<file path="src/rtl/pipe_control.sv">
// rtl/pipe_control.sv - ID-stage decode plus branch/mult-div/load-use stall control
module pipe_control #(
  parameter int MD_LATENCY = 4,
  parameter int BR_BUBBLES = 1,
  parameter int ALU_CTL_W  = 6
) (
  input  logic                 clk_i,
  input  logic                 rst_i,
  input  logic                 IdValid_i,
  input  logic [5:0]           Opcode_i,
  input  logic [5:0]           Funct_i,
  input  logic [4:0]           Rs_i,
  input  logic [4:0]           Rt_i,
  input  logic                 ExMemRead_i,
  input  logic [4:0]           ExRt_i,
  input  logic                 HoldExt_i,
  output logic                 RegDst_o,
  output logic                 ALUSrc1_o,
  output logic                 ALUSrc2_o,
  output logic                 RegWrite_o,
  output logic                 MemToReg_o,
  output logic                 MemRead_o,
  output logic                 MemWrite_o,
  output logic                 Beq_o,
  output logic                 Bne_o,
  output logic                 JumpImm_o,
  output logic                 JumpReg_o,
  output logic                 Link_o,
  output logic [1:0]           MdOp_o,
  output logic [ALU_CTL_W-1:0] ALUCtl_o,
  output logic                 Stall_o,
  output logic                 Bubble_o,
  output logic                 Illegal_o,
  output logic                 Busy_o
);

  localparam logic [ALU_CTL_W-1:0] ALU_CTL_ADD = ALU_CTL_W'(0);
  localparam logic [ALU_CTL_W-1:0] ALU_CTL_SUB = ALU_CTL_W'(1);
  localparam logic [ALU_CTL_W-1:0] ALU_CTL_AND = ALU_CTL_W'(2);
  localparam logic [ALU_CTL_W-1:0] ALU_CTL_OR  = ALU_CTL_W'(3);
  localparam logic [ALU_CTL_W-1:0] ALU_CTL_XOR = ALU_CTL_W'(4);
  localparam logic [ALU_CTL_W-1:0] ALU_CTL_NOR = ALU_CTL_W'(5);
  localparam logic [ALU_CTL_W-1:0] ALU_CTL_SLT = ALU_CTL_W'(6);
  localparam logic [ALU_CTL_W-1:0] ALU_CTL_SLL = ALU_CTL_W'(7);
  localparam logic [ALU_CTL_W-1:0] ALU_CTL_SRL = ALU_CTL_W'(8);
  localparam logic [ALU_CTL_W-1:0] ALU_CTL_SRA = ALU_CTL_W'(9);
  localparam logic REG_DST_RD  = 1'b0;
  localparam logic REG_DST_RT  = 1'b1;
  localparam logic ALU_SRC_REG = 1'b0;
  localparam logic ALU_SRC_PC  = 1'b1;
  localparam logic ALU_SRC_IMM = 1'b1;
  localparam logic [1:0] MD_NONE = 2'b00;
  localparam logic [1:0] MD_MULT = 2'b01;
  localparam logic [1:0] MD_DIV  = 2'b10;

  typedef enum logic [1:0] {ST_RUN, ST_BR_WAIT, ST_MD_WAIT} state_e;

  state_e               state_q, state_d;
  logic [3:0]           cnt_q, cnt_d;
  logic                 d_reg_dst, d_src1, d_src2, d_reg_write, d_mem_to_reg, d_mem_read;
  logic                 d_mem_write, d_beq, d_bne, d_jump_imm, d_jump_reg, d_link;
  logic [1:0]           d_md;
  logic [ALU_CTL_W-1:0] d_alu;
  logic                 d_legal, d_reads_rt;
  logic                 in_wait, load_use, issue, kill;

  always_comb begin
    d_reg_dst = REG_DST_RD;  d_src1 = ALU_SRC_REG;  d_src2 = ALU_SRC_REG;
    d_reg_write = 1'b0;  d_mem_to_reg = 1'b0;  d_mem_read = 1'b0;  d_mem_write = 1'b0;
    d_beq = 1'b0;  d_bne = 1'b0;  d_jump_imm = 1'b0;  d_jump_reg = 1'b0;  d_link = 1'b0;
    d_md = MD_NONE;  d_alu = ALU_CTL_ADD;  d_legal = 1'b1;  d_reads_rt = 1'b0;
    case (Opcode_i)
      6'b000000: begin
        d_reads_rt  = 1'b1;
        d_reg_write = 1'b1;
        case (Funct_i)
          6'b000000: d_alu = ALU_CTL_SLL;
          6'b000010: d_alu = ALU_CTL_SRL;
          6'b000011: d_alu = ALU_CTL_SRA;
          6'b001000: begin d_reg_write = 1'b0; d_jump_reg = 1'b1; end
          6'b001001: begin d_jump_reg = 1'b1; d_link = 1'b1; d_src1 = ALU_SRC_PC; end
          6'b011000: begin d_reg_write = 1'b0; d_md = MD_MULT; end
          6'b011010: begin d_reg_write = 1'b0; d_md = MD_DIV; end
          6'b100000: d_alu = ALU_CTL_ADD;
          6'b100010: d_alu = ALU_CTL_SUB;
          6'b100100: d_alu = ALU_CTL_AND;
          6'b100101: d_alu = ALU_CTL_OR;
          6'b100110: d_alu = ALU_CTL_XOR;
          6'b100111: d_alu = ALU_CTL_NOR;
          6'b101010: d_alu = ALU_CTL_SLT;
          default:   d_legal = 1'b0;
        endcase
      end
      6'b000010: d_jump_imm = 1'b1;
      6'b000011: begin d_jump_imm = 1'b1; d_link = 1'b1; d_reg_write = 1'b1; d_src1 = ALU_SRC_PC; end
      6'b000100: begin d_beq = 1'b1; d_alu = ALU_CTL_SUB; d_reads_rt = 1'b1; end
      6'b000101: begin d_bne = 1'b1; d_alu = ALU_CTL_SUB; d_reads_rt = 1'b1; end
      6'b001000, 6'b001010, 6'b001100, 6'b001101, 6'b001110: begin
        d_reg_write = 1'b1; d_reg_dst = REG_DST_RT; d_src2 = ALU_SRC_IMM;
        case (Opcode_i)
          6'b001010: d_alu = ALU_CTL_SLT;
          6'b001100: d_alu = ALU_CTL_AND;
          6'b001101: d_alu = ALU_CTL_OR;
          6'b001110: d_alu = ALU_CTL_XOR;
          default:   d_alu = ALU_CTL_ADD;
        endcase
      end
      6'b100011: begin
        d_reg_write = 1'b1; d_reg_dst = REG_DST_RT; d_src2 = ALU_SRC_IMM;
        d_mem_read = 1'b1; d_mem_to_reg = 1'b1;
      end
      6'b101011: begin d_mem_write = 1'b1; d_src2 = ALU_SRC_IMM; d_reads_rt = 1'b1; end
      default:   d_legal = 1'b0;
    endcase
  end

  // Hold freezes everything but must not squash the ID instruction, so it stalls without a bubble.
  assign in_wait  = (state_q != ST_RUN);
  assign load_use = !in_wait && IdValid_i && ExMemRead_i && (ExRt_i != 5'd0) &&
                    ((ExRt_i == Rs_i) || (d_reads_rt && (ExRt_i == Rt_i)));
  assign Stall_o  = HoldExt_i || in_wait || load_use;
  assign Bubble_o = !HoldExt_i && (in_wait || load_use);
  assign Busy_o   = in_wait;
  assign issue    = !in_wait && IdValid_i && !Stall_o;

  assign kill      = !IdValid_i || Bubble_o || !d_legal;
  assign Illegal_o = IdValid_i && !Bubble_o && !d_legal;
  assign {RegDst_o, ALUSrc1_o, ALUSrc2_o, RegWrite_o, MemToReg_o, MemRead_o, MemWrite_o,
          Beq_o, Bne_o, JumpImm_o, JumpReg_o, Link_o} = kill ? 12'd0 :
         {d_reg_dst, d_src1, d_src2, d_reg_write, d_mem_to_reg, d_mem_read, d_mem_write,
          d_beq, d_bne, d_jump_imm, d_jump_reg, d_link};
  assign MdOp_o   = kill ? MD_NONE : d_md;
  assign ALUCtl_o = kill ? ALU_CTL_ADD : d_alu;

  always_comb begin
    state_d = state_q;
    cnt_d   = cnt_q;
    if (!HoldExt_i) begin
      if (in_wait) begin
        if (cnt_q == 4'd0) state_d = ST_RUN;
        else               cnt_d   = cnt_q - 4'd1;
      end else if (issue && d_legal && (d_beq || d_bne) && (BR_BUBBLES > 0)) begin
        state_d = ST_BR_WAIT;
        cnt_d   = 4'(BR_BUBBLES - 1);
      end else if (issue && d_legal && (d_md != MD_NONE)) begin
        state_d = ST_MD_WAIT;
        cnt_d   = 4'(MD_LATENCY - 1);
      end
    end
  end

  always_ff @(posedge clk_i) begin
    if (rst_i) begin
      state_q <= ST_RUN;
      cnt_q   <= 4'd0;
    end else begin
      state_q <= state_d;
      cnt_q   <= cnt_d;
    end
  end

endmodule
</file>
<file path="config.mk">
export PLATFORM = sky130hd
export DESIGN_NAME = pipe_control
export DESIGN_NICKNAME = d
export VERILOG_FILES = /design/src/rtl/pipe_control.sv
export SDC_FILE = /design/constraint.sdc
export NUM_CORES = 1
export LEC_CHECK = 0
export ABC_AREA = 0
export BUFFER_PORTS_ARGS = -buffer_cell sky130_fd_sc_hd__clkbuf_2
export CAP_MARGIN = 10
export CORE_MARGIN = 5
export CORE_UTILIZATION = 47
export CTS_CLUSTER_DIAMETER = 120
export DETAILED_ROUTE_END_ITERATION = 12
export GPL_ROUTABILITY_DRIVEN = 0
export GPL_TIMING_DRIVEN = 0
export PLACE_DENSITY = 0.85
export SLEW_MARGIN = 20
export SYNTH_ARGS = -nofsm -noshare
export SYNTH_HDL_FRONTEND = slang
export SYNTH_SLANG_ARGS = --single-unit
</file>
<file path="constraint.sdc">
create_clock -name clk_i -period 3.9 [get_ports clk_i]
set_input_delay 0.975 -clock clk_i [delete_from_list [all_inputs] [get_ports clk_i]]
set_output_delay 0.975 -clock clk_i [all_outputs]
set_load 0.01 [all_outputs]
</file>
Word-level counts from Yosys, hierarchy flattened
Cells that the tools add are included.
- output and inout port bits: 24
- logic and storage cells: 109
- bits of input ports: 32
- register bits after elaboration: 6
- add/sub/neg operators: 1
- mux-type cells: 32
- equality and inequality tests: 28
- reduce and logical (&&, ||, !) cells: 45
- bitwise operators: 1
- operators by type and width (kind ; number):
    6-bit equality test (second input constant) ; 9
    6-bit by 4-bit equality test with 1-bit output (second input constant) ; 7
    4-bit case mux with 9 select lines ; 1
    6-bit by 2-bit equality test with 1-bit output (second input constant) ; 4
    4-bit 2-to-1 mux ; 4
    14-bit OR reduction ; 1
    7-bit OR reduction ; 2
    1-bit 2-to-1 mux ; 13
    6-bit by 3-bit equality test with 1-bit output (second input constant) ; 2
    6-bit by 5-bit equality test with 1-bit output (second input constant) ; 2
    1-bit logical AND ; 12
    6-bit logical NOT ; 2
    12-bit 2-to-1 mux ; 1
    2-bit 2-to-1 mux ; 6
    3-bit case mux with 4 select lines ; 1
    4-bit case mux with 3 select lines ; 1
    11-bit OR reduction ; 1
    5-bit equality test ; 2
    1-bit logical OR ; 7
    1-bit logical NOT ; 6
    6-bit 2-to-1 mux ; 1
    1-bit case mux with 2 select lines ; 3
    3-bit AND reduction ; 2
    2-bit OR reduction ; 3
    other kinds (13) ; 14

Depth between registers and ports, before layout
Gate-level depths: netlist of the first run.
- depth after elaboration: 14
- gate-level depth with buffers: 8
- mapped depth without buffers: 6

Worst setup path after synthesis of the first run
OpenSTA, ideal clock, no wires.
- path type: input to output
- start: in ExRt_i[1]
- end: out MemToReg_o
- stages: 6
- path buffers: 1
- required time: 2925 ps
- arrival: 2827 ps
- setup slack: 98 ps
- cells stage by stage: or4_1 > o2111a_1 > o2111ai_2 > a31oi_4 > nor4_1 > buf_4
- word-level cells in the longest chain between the ends: 9
- elaborated cells on any way between the ends: 12
- classes of those cells: 2 x eq/ne; 1 x mux; 9 x reduce/logical
- ends and longest elaborated chain (item ; line ; text):
    from (decl) ; 15 ; input logic [4:0] ExRt_i,
    5-bit equality test ; 120 ; ((ExRt_i == Rs_i) || (d_reads_rt && (ExRt_i == Rt_i)));
    1-bit logical AND ; 120 ;
    1-bit logical OR ; 120 ;
    1-bit logical AND * ; 119 ; assign load_use = !in_wait && IdValid_i && ExMemRead_i && (ExRt_i != 5'd0) &&
    1-bit logical OR * ; 122 ; assign Bubble_o = !HoldExt_i && (in_wait || load_use);
    1-bit logical AND * ; 122 ;
    1-bit logical OR * (2 in series) ; 126 ; assign kill = !IdValid_i || Bubble_o || !d_legal;
    12-bit 2-to-1 mux * ; 129 ; Beq_o, Bne_o, JumpImm_o, JumpReg_o, Link_o} = kill ? 12'd0 :
    to (decl) ; 21 ; output logic MemToReg_o,
Mark *: on every way between the ends. The rest lies on a longest branch, timed or not.

Worst setup path after layout of the first run
- start: in ExRt_i[3]
- end: out MdOp_o[0]
- word-level cells in the longest chain between the ends: 9
- elaborated cells on any way between the ends: 12
- classes of those cells: 2 x eq/ne; 1 x mux; 9 x reduce/logical
- ends and longest elaborated chain (item ; line ; text):
    5-bit equality test ; 120 ;
    1-bit logical AND ; 120 ;
    1-bit logical OR ; 120 ;
    1-bit logical AND * ; 119 ;
    1-bit logical OR * ; 122 ;
    1-bit logical AND * ; 122 ;
    1-bit logical OR * (2 in series) ; 126 ;
    2-bit 2-to-1 mux * ; 132 ; assign MdOp_o = kill ? MD_NONE : d_md;
    to (decl) ; 29 ; output logic [1:0] MdOp_o,
Marked as above.

==> reports/results.txt, run 1 <==
largest net degree at the start of global routing: 11
reg2reg end: cnt_q[1]
number of synthesized flops with an enable pin: 0
row count: 18
final-layout fill cell count: 222
initial antenna violation count: 0
global-route wire length before repair: 5547 um
Hold Path Depth: 2
DRT Pass-1 Iters: 4
share of the synthesized area in the top cell type: 0.1008
reg2reg setup slack: 1840 ps
Crit path largest cell delay: 530 ps
diode count: 0
leak pwr: 0.6635 nW
period utilization: 0.9993
total wire length: 3830 um
Die ar.: 3641 um2
cell area after layout: 1633 um2
setup_tns: 0 ps
clk buf depth: 2
H-tree levels: 1
max-slew violation count: 0
most frequent cells in the layout: clkbuf_2, nand2_1, nor2_1
Critical-path top delay cell: or4_4
Setup WS pre-CTS: -28.93 ps
commonest non-fill, non-tap cell in the layout: clkbuf_2
crit path DAT: 2920 ps
hold_sp: state_q[1]
Max Cap Viol: 0
slew margin rel.: 0.5723
total chip power: 0.2199 mW
core area: 2455 um2
Distinct cells, synth: 48
CTS tree: done
Vias: 1562
starting density of the core: 0.4852
die height: 60.34 um
Clock transition at path regs: 40 ps
Worst-Margin Slew: 641.6 ps
nets: 272
Area after DPL: 1478 um2
status: complete, no violations
clk_skew: 6.061 ps
Area Growth Syn to Fin: 37.08%
Worst Setup Start Kind: input port
Port Buf Inserts: 49
Worst EP required: 2920 ps
Synthesis Warnings: 0
asr flop ratio synth: 0
GRT Total Usage: 0.1916
Min-Delay Path Class: reg2reg
worst path cell trace: clkbuf_2, or4_4, o2111a_2, o2111ai_4, a31oi_2, nor4b_1, clkbuf_2
Avg WL per Cell: 14.40 um
register area share after synthesis: 0.1008
share of layout cells above drive strength 1: 0.3517
vias in the first global route: 1298
Fmax achieved: 256.6 MHz
synthesized cell area: 1191 um2
DR vias/cell: 5.872
most common flop cell mapped by yosys: dfxtp_1
syn_area_per_cell: 6.730 um2
worst setup margin: 2.738 ps
Synth Instances: 177
total gr overflow: 0
VDD IR-drop max: 0.2436 mV
Clock Tree Root: clkbuf_4
Worst Path Max Fanout: 4
placed wire-length estimate: 2707 um
main area contributors after synthesis: dfxtp_1, xor2_1, nor3_1
clk_lat worst skew: 240 ps
critical setup path kind: in2out
Hold Fails Final Rpt: 0
setup violators final: 0
PwrDens: 134.7 nW/um2
cell mode on critical path: clkbuf_2
post-synthesis register bit count: 6
R2R depth: 7
WHS Endpoint: state_q[1]
initial detailed-routing violation count: 57
count of clock tree sinks: 6
setup repair after global routing missed its margin: yes
cts hold-fix bufs: 0
post-route minimum period: 3897 ps
Die X: 60.34 um
Crit. End Element: output port
# DRC: 0
total CTS buffers: 3
IO Pins: 56
ANT nets after route: 0
Yosys top cell by area: dfxtp_1
FF-to-FF Start: state_q[1]
kinds of logic after synthesis:
kind of cell    count (synthesis)  share of synthesized area
fa+ha+maj                       2                    0.02101
flops                           6                     0.1008
compound gates                 41                     0.2668
other cells                     1                   0.003148
simple gates                   88                     0.4034
mux                             2                    0.01681
buf+inv                        25                    0.09979
xor+xnor                       12                    0.08823
worst max path at each step:
stage | from | end | slack [ps] | depth (start not counted)
global route | ExRt_i[3] | MdOp_o[0] | -30 | 7
finish | ExRt_i[3] | MdOp_o[0] | 3 | 7
detailed placement | Opcode_i[3] | MemToReg_o | -30 | 8
CTS | ExRt_i[1] | Link_o | 3 | 8
floorplan | ExRt_i[1] | MemToReg_o | 100 | 6
global placement | Opcode_i[3] | MemToReg_o | -30 | 8
metal layers:
metal | vias up | global-route usage | wire length, um | part of all wire
met3 | 2 | 0.04043 | 406 | 0.11
met5 | - | 0 | 0 | 0
met4 | 0 | 0.006329 | 27 | 0.0070
met2 | 88 | 0.3318 | 1834 | 0.48
li1 | 774 | - | - | -
met1 | 698 | 0.2583 | 1563 | 0.41
synthesized netlist by cell type (2+ instances only):
cell,n
and3_1,2
inv_1,8
xnor2_1,2
nor4b_1,4
nor3_1,15
nor4_2,2
o21ai_0,6
nand4_1,2
a211oi_1,4
mux2i_1,2
nor2_1,17
clkbuf_1,9
ha_1,2
dfxtp_1,6
nand3_1,9
a21oi_1,11
a2111oi_2,2
buf_4,4
xor2_1,10
nand2b_1,5
nor4_1,4
a32oi_1,3
nand3b_1,3
a211o_1,2
nand2_1,19
buf_2,2
final cells by class:
class | instances | area, um2 | share of cell area
plain buffers | 17 | 92.59 | 0.05670
clock buffers | 3 | 22.52 | 0.01379
inverters | 8 | 30.03 | 0.01839
multi-input cells | 148 | 1050 | 0.6429
flip-flops and latches | 6 | 120.1 | 0.07356
repair buffers | 54 | 280.3 | 0.1716
well taps | 30 | 37.54 | 0.02299
sequential cells by signal, summed over array words and instances, names as in the netlist:
name     flops
state_q      2
cnt_q        4
metrics by stage:
step	hold slack (ps)	utilization	instances
2_1_floorplan	443.3	-	178
3_3_place_gp	461.1	0.6019	257
3_5_place_dp	469.5	0.6019	257
4_1_cts	476.3	0.6172	260
5_1_grt	491.8	0.6651	266
6_report	473.3	0.6651	266
worst max-delay path, delay by kind of cell:
family                 cells  cell delay (ps)
and+or+nand+nor            2              980
buffers and inverters      2              330
AOI/OAI and AO/OA          3              630
power breakdown:
group	internal (mW)	switching (mW)
Combinational	0.0391	0.0638
Sequential	0.0616	0.0000396
Clock	0.0347	0.0207
repair_timing:
item	in CTS	in global routing
setup buffers	0	4
pin swaps	0	5
resized for setup	2	19
gates cloned	0	2
setup endpoints to repair	2	15
Note: power is estimated with default switching activity, not from simulation.
==> run 2: changes to the inputs <==
--- a/config.mk
+++ b/config.mk
@@ -14,7 +14,7 @@
 export DETAILED_ROUTE_END_ITERATION = 12
 export GPL_ROUTABILITY_DRIVEN = 0
 export GPL_TIMING_DRIVEN = 0
-export PLACE_DENSITY = 0.85
+export PLACE_DENSITY = 0.79
 export SLEW_MARGIN = 20
 export SYNTH_ARGS = -nofsm -noshare
 export SYNTH_HDL_FRONTEND = slang
==> reports/results.txt, run 2 (synthesis results as in run 1) <==
Fmax achieved: 258.5 MHz
global-route wire length before repair: 5802 um
setup violators final: 0
Area after DPL: 1478 um2
GRT met1 Usage: 0.2904
max-slew violation count: 0
status: complete, no violations
total gr overflow: 0
IO Pins: 56
largest net degree at the start of global routing: 11
Clock Tree Root: clkbuf_4
internal power: 0.1355 mW
clk_skew: 6.024 ps
Worst EP required: 2920 ps
diode count: 0
power share of the sequential group: 0.279
ANT nets after route: 0
vias in the first global route: 1286
final-layout fill cell count: 230
count of clock tree sinks: 6
clk_lat worst skew: 240 ps
share of layout cells above drive strength 1: 0.3547
Worst Setup Start Kind: input port
worst path cell trace: clkbuf_2, or4_4, o2111a_2, o2111ai_4, a31oi_4, nor4b_1, clkbuf_2
worst setup margin: 31.63 ps
Critical-path top delay cell: or4_4
Crit path largest cell delay: 520 ps
total wire length: 3645 um
Biggest register: cnt_q
core area: 2455 um2
placed wire-length estimate: 2646 um
Net Sw Frac: 0.3864
largest registers: cnt_q (4), state_q (2)
DRT Pass-1 Iters: 4
Vias: 1504
H-tree levels: 1
R2R depth: 6
Die ar.: 3641 um2
# DRC: 0
crit path DAT: 2890 ps
row count: 18
slew margin rel.: 0.5556
cell area after layout: 1627 um2
WHS Endpoint: state_q[0]
cts hold-fix bufs: 0
Clock transition at path regs: 40 ps
initial detailed-routing violation count: 126
commonest non-fill, non-tap cell in the layout: clkbuf_2
Clock power frac: 0.253
Min-Delay Path Class: reg2reg
post-route minimum period: 3868 ps
critical setup path kind: in2out
GRT Total Usage: 0.2018
Port Buf Inserts: 49
Comb pwr share: 0.468
die height: 60.34 um
cell mode on critical path: clkbuf_2
Area Growth Syn to Fin: 36.55%
Worst-Margin Slew: 666.6 ps
PwrDens: 135.8 nW/um2
setup repair after global routing missed its margin: yes
FF-to-FF Start: state_q[1]
Worst Path Max Fanout: 6
leak pwr: 0.6543 nW
DR vias/cell: 5.697
max reg flops: 4
Die X: 60.34 um
period utilization: 0.9919
Hold Fails Final Rpt: 0
most frequent cells in the layout: clkbuf_2, nand2_1, nor2_1
total CTS buffers: 3
met3 Use GR: 0.03617
starting density of the core: 0.4852
Avg WL per Cell: 13.81 um
crit path buf inv count: 2
routing usage on met2: 0.3148
initial antenna violation count: 0
Setup WS pre-CTS: -81.62 ps
reg2reg setup slack: 1900 ps
CTS tree: done
VDD IR-drop max: 0.1776 mV
family with the most delay on the worst path: simple AND/OR/NAND/NOR gates
Hold Path Depth: 2
clk buf depth: 2
hold_sp: state_q[0]
reg2reg end: cnt_q[1]
gr busiest metal: met2
nets: 270
NetSw: 0.08533 mW
Max Cap Viol: 0
Crit. End Element: output port
## run 2: changes by cell type in the layout (fill, tap and decap cells not counted)
| cell | previous run | this run |
|---|---|---|
| nand2_1 | 19 | 18 |
| clkbuf_1 | 6 | 5 |
| nor4_2 | 1 | 2 |
| nor3b_2 | 1 | 0 |
| nor2_1 | 17 | 16 |
| buf_1 | 1 | 2 |
| nor3b_1 | 0 | 1 |
| nor4_1 | 3 | 2 |
| buf_2 | 6 | 5 |
| nand2_2 | 0 | 1 |
| buf_4 | 8 | 7 |
| nor2_2 | 0 | 1 |
## run 2: worst max path at each step
stage / startpoint / endpoint / depth (start not counted)
2_1_floorplan: ExRt_i[1] / MemToReg_o / 6
3_3_place_gp: Opcode_i[3] / Link_o / 8
3_5_place_dp: Opcode_i[3] / Link_o / 8
4_1_cts: ExRt_i[1] / Link_o / 8
5_1_grt: ExRt_i[1] / Bne_o / 7
6_report: ExRt_i[1] / MdOp_o[0] / 7
## run 2: final cells by class
cell class / instances / area [um2] / share of cell area
buffer: 16 / 87.58 / 0.05385
clock buffer: 3 / 22.52 / 0.01385
inverter: 8 / 30.03 / 0.01846
multi-input combinational: 148 / 1056 / 0.6492
sequential: 6 / 120.1 / 0.07385
tap: 30 / 37.54 / 0.02308
timing repair buffer: 53 / 272.8 / 0.1677
## run 2: stage by stage
stage | setup TNS (ps) | std cells | util | hold slack (ps) | total power, mW
6_report | 0 | 264 | 0.6626 | 473.4 | 0.2208
2_1_floorplan | 0 | 178 | - | 443.3 | 0.1207
5_1_grt | -112.3 | 264 | 0.6626 | 492.9 | 0.2375
4_1_cts | 0 | 260 | 0.6223 | 474.3 | 0.2133
3_5_place_dp | -130.2 | 257 | 0.6019 | 467.6 | 0.1549
3_3_place_gp | -114.7 | 257 | 0.6019 | 463.9 | 0.1540
## run 2: power by group through the flow
stage | clock network, mW | registers [mW] | logic, mW
after CTS | 0.0573 | 0.0616 | 0.0943
after global routing | 0.0620 | 0.0616 | 0.114
after floorplan | 0 | 0.0627 | 0.0580
after global placement | 0 | 0.0627 | 0.0912
final | 0.0559 | 0.0616 | 0.103
after detailed placement | 0 | 0.0627 | 0.0922
## run 2: routing by layer
metal	part of all wire	up-vias
met2	0.45	75
met3	0.091	4
met4	0.0080	0
met5	0	-
met1	0.45	660
li1	-	765
## run 2: worst register-to-register path, delay by kind of cell, from the launching register on
kind                   cells  cell delay [ps]
AOI/OAI and AO/OA          3              730
and+or+nand+nor            2              680
DFF                        1              310
buffers and inverters      1              200
## run 2: what timing repair did
action                                  in CTS  in global routing
hold endpoints to repair                     0                  0
endpoints found under the setup margin       2                 16
resized for setup                            3                 18
setup buffers                                0                  3
pin swaps                                    0                  5
cloned                                       0                  2
